## src/rtl/dht11_pkg.sv

```systemverilog
// Shared definitions for the DHT11 read path.
// Holds the controller state encoding, the err_code values, the default
// cycle constants for a 5.12 us tick (also used by the bit receiver), and
// the mod-256 checksum helper.
package dht11_pkg;

    localparam int TICK_NS              = 5120;  // 195.3125 kHz tick period
    localparam int DEF_START_LOW_CYCLES = 3516;  // 18 ms host start pulse
    localparam int DEF_RESP_TIMEOUT     = 40;    // ~205 us per response phase
    localparam int DEF_FRAME_TIMEOUT    = 1200;  // ~6.1 ms for all 40 bits
    localparam int DEF_CNT_W            = 12;
    localparam int FRAME_BITS           = 40;

    typedef enum logic [2:0] {
        S_IDLE,
        S_START_LOW,
        S_WAIT_RESP_LOW,
        S_WAIT_RESP_HIGH,
        S_WAIT_RESP_END,
        S_RECEIVE,
        S_CHECK
    } state_t;

    localparam logic [1:0] ERR_OK       = 2'b00;
    localparam logic [1:0] ERR_NO_RESP  = 2'b01;
    localparam logic [1:0] ERR_BIT      = 2'b10;
    localparam logic [1:0] ERR_CHECKSUM = 2'b11;

    // Sum of the four data bytes, truncated to 8 bits (mod 256).
    function automatic logic [7:0] checksum8(input logic [7:0] a, input logic [7:0] b,
                                             input logic [7:0] c, input logic [7:0] d);
        return a + b + c + d;
    endfunction

endpackage

```

## src/rtl/dht11_if.sv

```systemverilog
// Signal bundle between the DHT11 controller and its surroundings.
// Requester side : start, busy, done, error, err_code, hum/temp readings.
// Bus side       : dht11_data_s (synchronized level), dht_oe (pull low).
// Receiver side  : rx_en, bit_valid, bit_value, bit_err.
// state          : controller FSM state, exported for observation.
// Handshake: start is a level sampled only while the controller is idle;
// done is a one-cycle pulse and error/err_code/readings are valid with it;
// bit_valid and bit_err are one-cycle strobes from the receiver.
// master = controller view, slave = requester/receiver/bus view.
interface dht11_if;
    import dht11_pkg::*;

    logic       start;
    logic       dht11_data_s;
    logic       dht_oe;
    logic       rx_en;
    logic       bit_valid;
    logic       bit_value;
    logic       bit_err;
    logic       busy;
    logic       done;
    logic       error;
    logic [1:0] err_code;
    logic [7:0] hum_int;
    logic [7:0] hum_dec;
    logic [7:0] temp_int;
    logic [7:0] temp_dec;
    state_t     state;

    modport master (
        input  start, dht11_data_s, bit_valid, bit_value, bit_err,
        output dht_oe, rx_en, busy, done, error, err_code,
               hum_int, hum_dec, temp_int, temp_dec, state
    );

    modport slave (
        output start, dht11_data_s, bit_valid, bit_value, bit_err,
        input  dht_oe, rx_en, busy, done, error, err_code,
               hum_int, hum_dec, temp_int, temp_dec, state
    );

endinterface

```

## src/rtl/dht11_frame_check.sv

```systemverilog
// Splits a received 40-bit DHT11 frame into its bytes and checks the sum.
// Ports: frame (first received bit in bit 39), the four data bytes, and
// ok = 1 when (B4+B3+B2+B1) mod 256 equals the final byte B0.
module dht11_frame_check
    import dht11_pkg::*;
(
    input  logic [FRAME_BITS-1:0] frame,
    output logic [7:0]            hum_int,
    output logic [7:0]            hum_dec,
    output logic [7:0]            temp_int,
    output logic [7:0]            temp_dec,
    output logic                  ok
);

    assign hum_int  = frame[39:32];
    assign hum_dec  = frame[31:24];
    assign temp_int = frame[23:16];
    assign temp_dec = frame[15:8];
    assign ok       = (checksum8(hum_int, hum_dec, temp_int, temp_dec) == frame[7:0]);

endmodule

```

## src/rtl/dht11_controller.sv

```systemverilog
// Sequencer for one DHT11 read transaction: host start pulse, sensor
// response check, 40-bit frame assembly, checksum and result publication.
// Ports: clk, rst (async, active high), ctl (dht11_if.master, see the
// interface file for the signal list).
// All outputs are registered; dht_oe is cleared by the async reset so the
// bus is released the moment rst rises.
module dht11_controller
    import dht11_pkg::*;
#(
    parameter int START_LOW_CYCLES = DEF_START_LOW_CYCLES,
    parameter int RESP_TIMEOUT     = DEF_RESP_TIMEOUT,
    parameter int FRAME_TIMEOUT    = DEF_FRAME_TIMEOUT,
    parameter int CNT_W            = DEF_CNT_W
)(
    input logic    clk,
    input logic    rst,
    dht11_if.master ctl
);

    localparam logic [CNT_W-1:0] START_LAST = CNT_W'(START_LOW_CYCLES - 1);
    localparam logic [CNT_W-1:0] RESP_LAST  = CNT_W'(RESP_TIMEOUT - 1);
    localparam logic [CNT_W-1:0] FRAME_LAST = CNT_W'(FRAME_TIMEOUT - 1);

    state_t                state, state_n;
    logic [CNT_W-1:0]      cnt;
    logic [5:0]            bit_idx;
    logic [FRAME_BITS-1:0] frame;
    logic                  dht_oe_q, rx_en_q, busy_q, done_q, error_q;
    logic [1:0]            code_q, code_n;
    logic                  done_n, error_n, load_n, abort;
    logic [7:0]            hum_int_q, hum_dec_q, temp_int_q, temp_dec_q;
    logic [7:0]            f_hum_int, f_hum_dec, f_temp_int, f_temp_dec;
    logic                  f_ok;

    dht11_frame_check u_check (
        .frame    (frame),
        .hum_int  (f_hum_int),
        .hum_dec  (f_hum_dec),
        .temp_int (f_temp_int),
        .temp_dec (f_temp_dec),
        .ok       (f_ok)
    );

    always_comb begin
        state_n = state;
        done_n  = 1'b0;
        error_n = 1'b0;
        load_n  = 1'b0;
        code_n  = ERR_OK;
        abort   = 1'b0;
        case (state)
            S_IDLE:
                if (ctl.start) state_n = S_START_LOW;
            S_START_LOW:
                if (cnt == START_LAST) state_n = S_WAIT_RESP_LOW;
            S_WAIT_RESP_LOW:
                if (!ctl.dht11_data_s)   state_n = S_WAIT_RESP_HIGH;
                else if (cnt == RESP_LAST) begin abort = 1'b1; code_n = ERR_NO_RESP; end
            S_WAIT_RESP_HIGH:
                if (ctl.dht11_data_s)    state_n = S_WAIT_RESP_END;
                else if (cnt == RESP_LAST) begin abort = 1'b1; code_n = ERR_NO_RESP; end
            S_WAIT_RESP_END:
                if (!ctl.dht11_data_s)   state_n = S_RECEIVE;
                else if (cnt == RESP_LAST) begin abort = 1'b1; code_n = ERR_NO_RESP; end
            S_RECEIVE:
                // Priority: receiver error, then a decoded bit, then timeout.
                if (ctl.bit_err) begin
                    abort  = 1'b1;
                    code_n = ERR_BIT;
                end else if (ctl.bit_valid) begin
                    if (bit_idx == 6'd39) state_n = S_CHECK;
                end else if (cnt == FRAME_LAST) begin
                    abort  = 1'b1;
                    code_n = ERR_BIT;
                end
            S_CHECK: begin
                state_n = S_IDLE;
                done_n  = 1'b1;
                if (f_ok) begin
                    load_n = 1'b1;
                    code_n = ERR_OK;
                end else begin
                    error_n = 1'b1;
                    code_n  = ERR_CHECKSUM;
                end
            end
            default: state_n = S_IDLE;
        endcase
        if (abort) begin
            state_n = S_IDLE;
            done_n  = 1'b1;
            error_n = 1'b1;
        end
    end

    always_ff @(posedge clk or posedge rst) begin
        if (rst) begin
            state      <= S_IDLE;
            cnt        <= '0;
            bit_idx    <= '0;
            frame      <= '0;
            dht_oe_q   <= 1'b0;
            rx_en_q    <= 1'b0;
            busy_q     <= 1'b0;
            done_q     <= 1'b0;
            error_q    <= 1'b0;
            code_q     <= ERR_OK;
            hum_int_q  <= '0;
            hum_dec_q  <= '0;
            temp_int_q <= '0;
            temp_dec_q <= '0;
        end else begin
            state <= state_n;
            // One shared counter, restarted on every state change.
            cnt      <= (state_n != state) ? '0 : cnt + CNT_W'(1);
            // Outputs follow the next state so they line up with it.
            dht_oe_q <= (state_n == S_START_LOW);
            rx_en_q  <= (state_n == S_RECEIVE);
            busy_q   <= (state_n != S_IDLE);
            done_q   <= done_n;
            error_q  <= error_n;
            if (done_n) code_q <= code_n;
            if (load_n) begin
                hum_int_q  <= f_hum_int;
                hum_dec_q  <= f_hum_dec;
                temp_int_q <= f_temp_int;
                temp_dec_q <= f_temp_dec;
            end
            if (state != S_RECEIVE) begin
                bit_idx <= '0;
            end else if (ctl.bit_valid && !ctl.bit_err) begin
                frame   <= {frame[FRAME_BITS-2:0], ctl.bit_value};
                bit_idx <= bit_idx + 6'd1;
            end
        end
    end

    assign ctl.dht_oe   = dht_oe_q;
    assign ctl.rx_en    = rx_en_q;
    assign ctl.busy     = busy_q;
    assign ctl.done     = done_q;
    assign ctl.error    = error_q;
    assign ctl.err_code = code_q;
    assign ctl.hum_int  = hum_int_q;
    assign ctl.hum_dec  = hum_dec_q;
    assign ctl.temp_int = temp_int_q;
    assign ctl.temp_dec = temp_dec_q;
    assign ctl.state    = state;

endmodule

```

## src/flat_wrapper.sv

```systemverilog
// flat-port wrapper written by rule: the top's interface ports become plain ports
module dht11_controller_flat import dht11_pkg::*;
#(
    parameter int START_LOW_CYCLES = DEF_START_LOW_CYCLES,
    parameter int RESP_TIMEOUT     = DEF_RESP_TIMEOUT,
    parameter int FRAME_TIMEOUT    = DEF_FRAME_TIMEOUT,
    parameter int CNT_W            = DEF_CNT_W
)
  (clk, rst, ctl_start, ctl_dht11_data_s, ctl_bit_valid, ctl_bit_value, ctl_bit_err, ctl_dht_oe, ctl_rx_en, ctl_busy, ctl_done, ctl_error, ctl_err_code, ctl_hum_int, ctl_hum_dec, ctl_temp_int, ctl_temp_dec, ctl_state);
  dht11_if ctl_i ();
  input logic clk;
  input logic rst;
  input wire logic [$bits(ctl_i.start)-1:0] ctl_start;
  input wire logic [$bits(ctl_i.dht11_data_s)-1:0] ctl_dht11_data_s;
  input wire logic [$bits(ctl_i.bit_valid)-1:0] ctl_bit_valid;
  input wire logic [$bits(ctl_i.bit_value)-1:0] ctl_bit_value;
  input wire logic [$bits(ctl_i.bit_err)-1:0] ctl_bit_err;
  output wire logic [$bits(ctl_i.dht_oe)-1:0] ctl_dht_oe;
  output wire logic [$bits(ctl_i.rx_en)-1:0] ctl_rx_en;
  output wire logic [$bits(ctl_i.busy)-1:0] ctl_busy;
  output wire logic [$bits(ctl_i.done)-1:0] ctl_done;
  output wire logic [$bits(ctl_i.error)-1:0] ctl_error;
  output wire logic [$bits(ctl_i.err_code)-1:0] ctl_err_code;
  output wire logic [$bits(ctl_i.hum_int)-1:0] ctl_hum_int;
  output wire logic [$bits(ctl_i.hum_dec)-1:0] ctl_hum_dec;
  output wire logic [$bits(ctl_i.temp_int)-1:0] ctl_temp_int;
  output wire logic [$bits(ctl_i.temp_dec)-1:0] ctl_temp_dec;
  output wire logic [$bits(ctl_i.state)-1:0] ctl_state;
  assign ctl_i.start = ctl_start;
  assign ctl_i.dht11_data_s = ctl_dht11_data_s;
  assign ctl_i.bit_valid = ctl_bit_valid;
  assign ctl_i.bit_value = ctl_bit_value;
  assign ctl_i.bit_err = ctl_bit_err;
  assign ctl_dht_oe = ctl_i.dht_oe;
  assign ctl_rx_en = ctl_i.rx_en;
  assign ctl_busy = ctl_i.busy;
  assign ctl_done = ctl_i.done;
  assign ctl_error = ctl_i.error;
  assign ctl_err_code = ctl_i.err_code;
  assign ctl_hum_int = ctl_i.hum_int;
  assign ctl_hum_dec = ctl_i.hum_dec;
  assign ctl_temp_int = ctl_i.temp_int;
  assign ctl_temp_dec = ctl_i.temp_dec;
  assign ctl_state = ctl_i.state;
  dht11_controller #(.START_LOW_CYCLES(START_LOW_CYCLES), .RESP_TIMEOUT(RESP_TIMEOUT), .FRAME_TIMEOUT(FRAME_TIMEOUT), .CNT_W(CNT_W)) u_core (.clk(clk), .rst(rst), .ctl(ctl_i));
endmodule
```

## config.mk

```make
export PLATFORM = sky130hd
export DESIGN_NAME = dht11_controller_flat
export DESIGN_NICKNAME = d
export VERILOG_FILES = /design/src/rtl/dht11_pkg.sv /design/src/rtl/dht11_if.sv /design/src/rtl/dht11_frame_check.sv /design/src/rtl/dht11_controller.sv /design/src/flat_wrapper.sv
export SDC_FILE = /design/constraint.sdc
export NUM_CORES = 1
export LEC_CHECK = 0
export ABC_AREA = 1
export CORE_MARGIN = 2
export CORE_UTILIZATION = 54
export CTS_BUF_LIST = sky130_fd_sc_hd__clkbuf_8
export DETAILED_ROUTE_END_ITERATION = 7
export HOLD_SLACK_MARGIN = 0.02
export PLACE_DENSITY = 0.79
export REMOVE_ABC_BUFFERS = 1
export SLEW_MARGIN = 20
export SYNTH_ARGS = -nofsm -noshare
export SYNTH_HDL_FRONTEND = slang
export SYNTH_HIERARCHICAL = 1
export SYNTH_SLANG_ARGS = --single-unit
```

## constraint.sdc

```tcl
create_clock -name clk -period 3.85 [get_ports clk]
set_clock_uncertainty 0.05 [all_clocks]
set_input_delay 0.5775 -clock clk [delete_from_list [all_inputs] [get_ports clk]]
set_output_delay 0.5775 -clock clk [all_outputs]
set_load 0.005 [all_outputs]
```

==> metrics.log <==
INFO  metric cap_violations = 0
INFO  metric power.ir.vdd_worst = about 0.26 mV
INFO  metric design.core.area = 9729 um2
INFO  metric clk_transition_reported_paths = about 100 ps
INFO  metric post_layout_nonfiller_instances = about 750
INFO  metric power_per_cell_area = between 400 and 500 nW/um2
INFO  metric postRouteWirelength = 10,230 um
INFO  metric gr-usage-all-layers = 0.1927
INFO  metric finalSetupTns = 0 ps
INFO  metric kind_of_launch_point_of_the_worst_setup_path = register
INFO  metric antenna_violating_nets_post_route = 0
INFO  metric p_int = approximately 0.0018 W
INFO  metric post-place-cells = approximately 730
INFO  metric globalplace.congestion = 0.8579
INFO  metric share_comb_of_total_power = 0.202
INFO  metric yosysWarnings = 6
INFO  metric ys_async_sr_fraction = 1.000
INFO  metric synth_seq_cells = 100
INFO  metric setup-violations-final = 0
INFO  metric numCtsBuffers = 9
INFO  metric power.switching_fraction = 0.2956
INFO  metric grt_overflow_total = 0
INFO  metric core.rowCount = 36
INFO  metric ctsRootBufferMaster = sky130_fd_sc_hd__clkbuf_8
INFO  metric run_status = finished, final reports clean
INFO  metric crit_type = reg -> reg
INFO  metric crit_required = 4050 ps
INFO  metric clk_sinks = 100
INFO  metric post_route_cells_drive_above_1_share = 0.1650
INFO  metric ys_dominant_reg_cell = sky130_fd_sc_hd__dfrtp_1
INFO  metric finalHoldViolCount = 0
INFO  metric synth_edf_count = 0
INFO  metric per_instance_average_area_after_synthesis = between 9 and 10 um2
INFO  metric floorplan.initialDensity = 0.5529
INFO  metric layout_common_cells = sky130_fd_sc_hd__nand2_1 (188), sky130_fd_sc_hd__dfrtp_1 (100), sky130_fd_sc_hd__clkdlybuf4s50_1 (48)
INFO  metric pin_count = 49
INFO  metric achievable-frequency = 264.3 MHz
INFO  metric total_power = 0.002485 W
INFO  metric count_of_h_tree_levels_built_during_cts = 3
INFO  metric final_nets = around 640
INFO  metric critical_path.endpoint_type = register
INFO  metric pre_cts_ws = roughly 23 ps
INFO  metric drt_first_pass_iters = 4
INFO  metric cp_data_arrival_time = ~4000 ps
INFO  metric grt_setup_unrepaired = yes
INFO  metric syn_inst = between 500 and 600
INFO  metric min_period_over_period = 0.9828
INFO  metric clk_path_buf_depth = 2
INFO  metric share_clk_of_total_power = 0.319
INFO  metric report.final.slew_viol_count = 0
INFO  metric grt_pass1_vias = around 3,700
INFO  metric tritoncts_clock_tree = done
INFO  metric finalCriticalPeriod = ~3800 ps
INFO  metric synthTopCellsByArea = sky130_fd_sc_hd__dfrtp_1 (47%), sky130_fd_sc_hd__nand2_1 (13%), sky130_fd_sc_hd__mux2_2 (6.7%), sky130_fd_sc_hd__fa_1 (5.2%), sky130_fd_sc_hd__buf_4 (4.7%)
INFO  metric drc = 0
INFO  metric yosysSeqAreaShare = 0.4652
INFO  metric largest_net_degree_at_the_start_of_global_routing = 65
INFO  metric dpl.hpwl = between 6000 and 7000 um
INFO  metric avgViaCountPerCell = roughly 5.0
INFO  metric worstMarginPinSlew = approximately 780 ps
INFO  metric area_growth_syn_to_layout = 13.47%
INFO  metric chipHeight = approximately 100 um
INFO  metric dieWidth = slightly above 100 um
INFO  metric drt_iter0_markers = 149
INFO  metric final.setup.worst_slack = about 66 ps
INFO  metric slew-limit-headroom = 0.4817
INFO  metric vias = ~3,700
INFO  metric synth.largest_area_cell = sky130_fd_sc_hd__dfrtp_1
INFO  metric die_area = about 11,000 um2
INFO  metric synthesis.area = between 5000 and 6000 um2
INFO  metric grt_first_pass_wirelength = ~17,000 um
INFO  metric most_common_cell_after_layout_fill_and_taps_aside = sky130_fd_sc_hd__nand2_1
INFO  metric drt-wirelength-per-cell = approximately 14 um
INFO  metric switching_power = approximately 0.00073 W
INFO  metric antenna_found_initial = 0
INFO  metric clk_latency = approximately 370 ps
INFO  metric power.sequential.fraction = 0.479
INFO  metric antenna-diode-count = 0
INFO  metric leakagePower = between 3 and 4 nW
INFO  metric io_buffers = between 40 and 50
INFO  metric yosys.area.top_type_share = 0.4652
INFO  metric worst-path-max-fanout = 8
INFO  metric post_synth_num_cell_types = 36
INFO  metric tightest_hold_check_type = reg -> reg
per-stage QoR:
stage	hold slack (ps)	util	instance area [um2]
finish	407.6	0.6273	6103
global route	448.0	0.6273	6103
global placement	387.1	0.5923	5763
floorplan	374.4	-	5051
detailed placement	399.8	0.5923	5763
CTS	411.7	0.6169	6002
timing repair:
item                                    in CTS  in global routing
endpoints found under the setup margin       1                 32
gates cloned                                 0                  3
buffers inserted                             0                  1
pin swaps                                    0                 11
hold buffers                                 0                  0
resized for setup                            1                  8
flip-flops by register name (all words and copies together) (netlist names):
register             flops
u_core/frame            40
u_core/cnt              12
u_core/ctl.hum_dec       8
u_core/ctl.hum_int       8
u_core/ctl.temp_dec      8
u_core/ctl.temp_int      8
u_core/bit_idx           6
u_core/ctl.state         3
u_core/ctl.err_code      2
u_core/ctl.busy          1
u_core/ctl.dht_oe        1
u_core/ctl.done          1
u_core/ctl.error         1
u_core/ctl.rx_en         1
layout make-up:
type                    instances  area [um2]
clock buffers                   9       123.9
clock inverters                 6       112.6
fillers                       804        3626
inverters                      56       212.7
multi-input cells             384        2374
flip-flops and latches        100        2502
well taps                     133       166.4
repair buffers                 57       611.8
logic make-up after synthesis:
kind of cell             Yosys count  share of synthesized area
XOR/XNOR                          18                    0.02931
multiplexers                      32                    0.06699
flip-flops                       100                     0.4652
adder cells (fa/ha/maj)           23                    0.07304
AND/OR/NAND/NOR                  293                     0.2461
buffers and inverters            104                     0.1000
AO/OA/AOI/OAI                     18                    0.01931
per-layer routing:
layer	part of all wire	wire length, um	up-vias	global-route usage
met4	0.016	160	0	0.07143
met1	0.47	4779	1795	0.2636
met2	0.49	5037	47	0.3153
met5	0	0	-	0
li1	-	-	1840	-
met3	0.024	249	11	0.02643
power groups by stage:
stage,clock [W],sequential (W),combinational (W)
final,0.000792,0.00119,0.000502
after CTS,0.000809,0.00119,0.000477
after global placement,0,0.00121,0.000464
after detailed placement,0,0.00121,0.000474
after floorplan,0,0.00120,0.000326
after global routing,0.000854,0.00120,0.000562
final timing paths:
check / start / to / slack [ps] / cells past startpoint
hold / removal: u_core/cnt[0] / u_core/cnt[0] / 410 / 1
setup reg to reg: u_core/frame[17] / u_core/ctl.hum_dec[6] / 70 / 17
setup / recovery: u_core/frame[17] / u_core/ctl.hum_dec[6] / 70 / 17
max in group asynchronous: rst / u_core/bit_idx[0] / 2430 / 3
min in group asynchronous: rst / u_core/frame[31] / 660 / 2
hold reg to reg: u_core/cnt[0] / u_core/cnt[0] / 410 / 1
worst max-delay path: stages (launching register included):
cell,delay [ps]
sky130_fd_sc_hd__dfrtp_1,430
sky130_fd_sc_hd__fa_1,560
sky130_fd_sc_hd__inv_2,40
sky130_fd_sc_hd__fa_1,490
sky130_fd_sc_hd__inv_2,50
sky130_fd_sc_hd__ha_4,170
sky130_fd_sc_hd__fa_2,380
sky130_fd_sc_hd__or2_1,230
sky130_fd_sc_hd__nand3b_1,90
sky130_fd_sc_hd__nand2_1,50
sky130_fd_sc_hd__nor2_1,90
sky130_fd_sc_hd__nand2_1,50
sky130_fd_sc_hd__nor2_1,120
sky130_fd_sc_hd__nand2_1,110
sky130_fd_sc_hd__nor2_4,120
sky130_fd_sc_hd__nand3_4,140
sky130_fd_sc_hd__clkbuf_16,220
sky130_fd_sc_hd__mux2_2,270
cell usage after synthesis (all sizes together), types with 2 or more instances:
library cell  number
nor2              43
buf               40
xor2              10
a21oi              9
nand3             37
and3               2
or2                2
nand4              5
mux2              32
dfrtp            100
o211ai             2
nor3               6
fa                14
xnor2              8
ha                 9
clkbuf             8
inv               55
nand2            196
o21ai              4
Note: power is estimated with default switching activity, not from simulation.
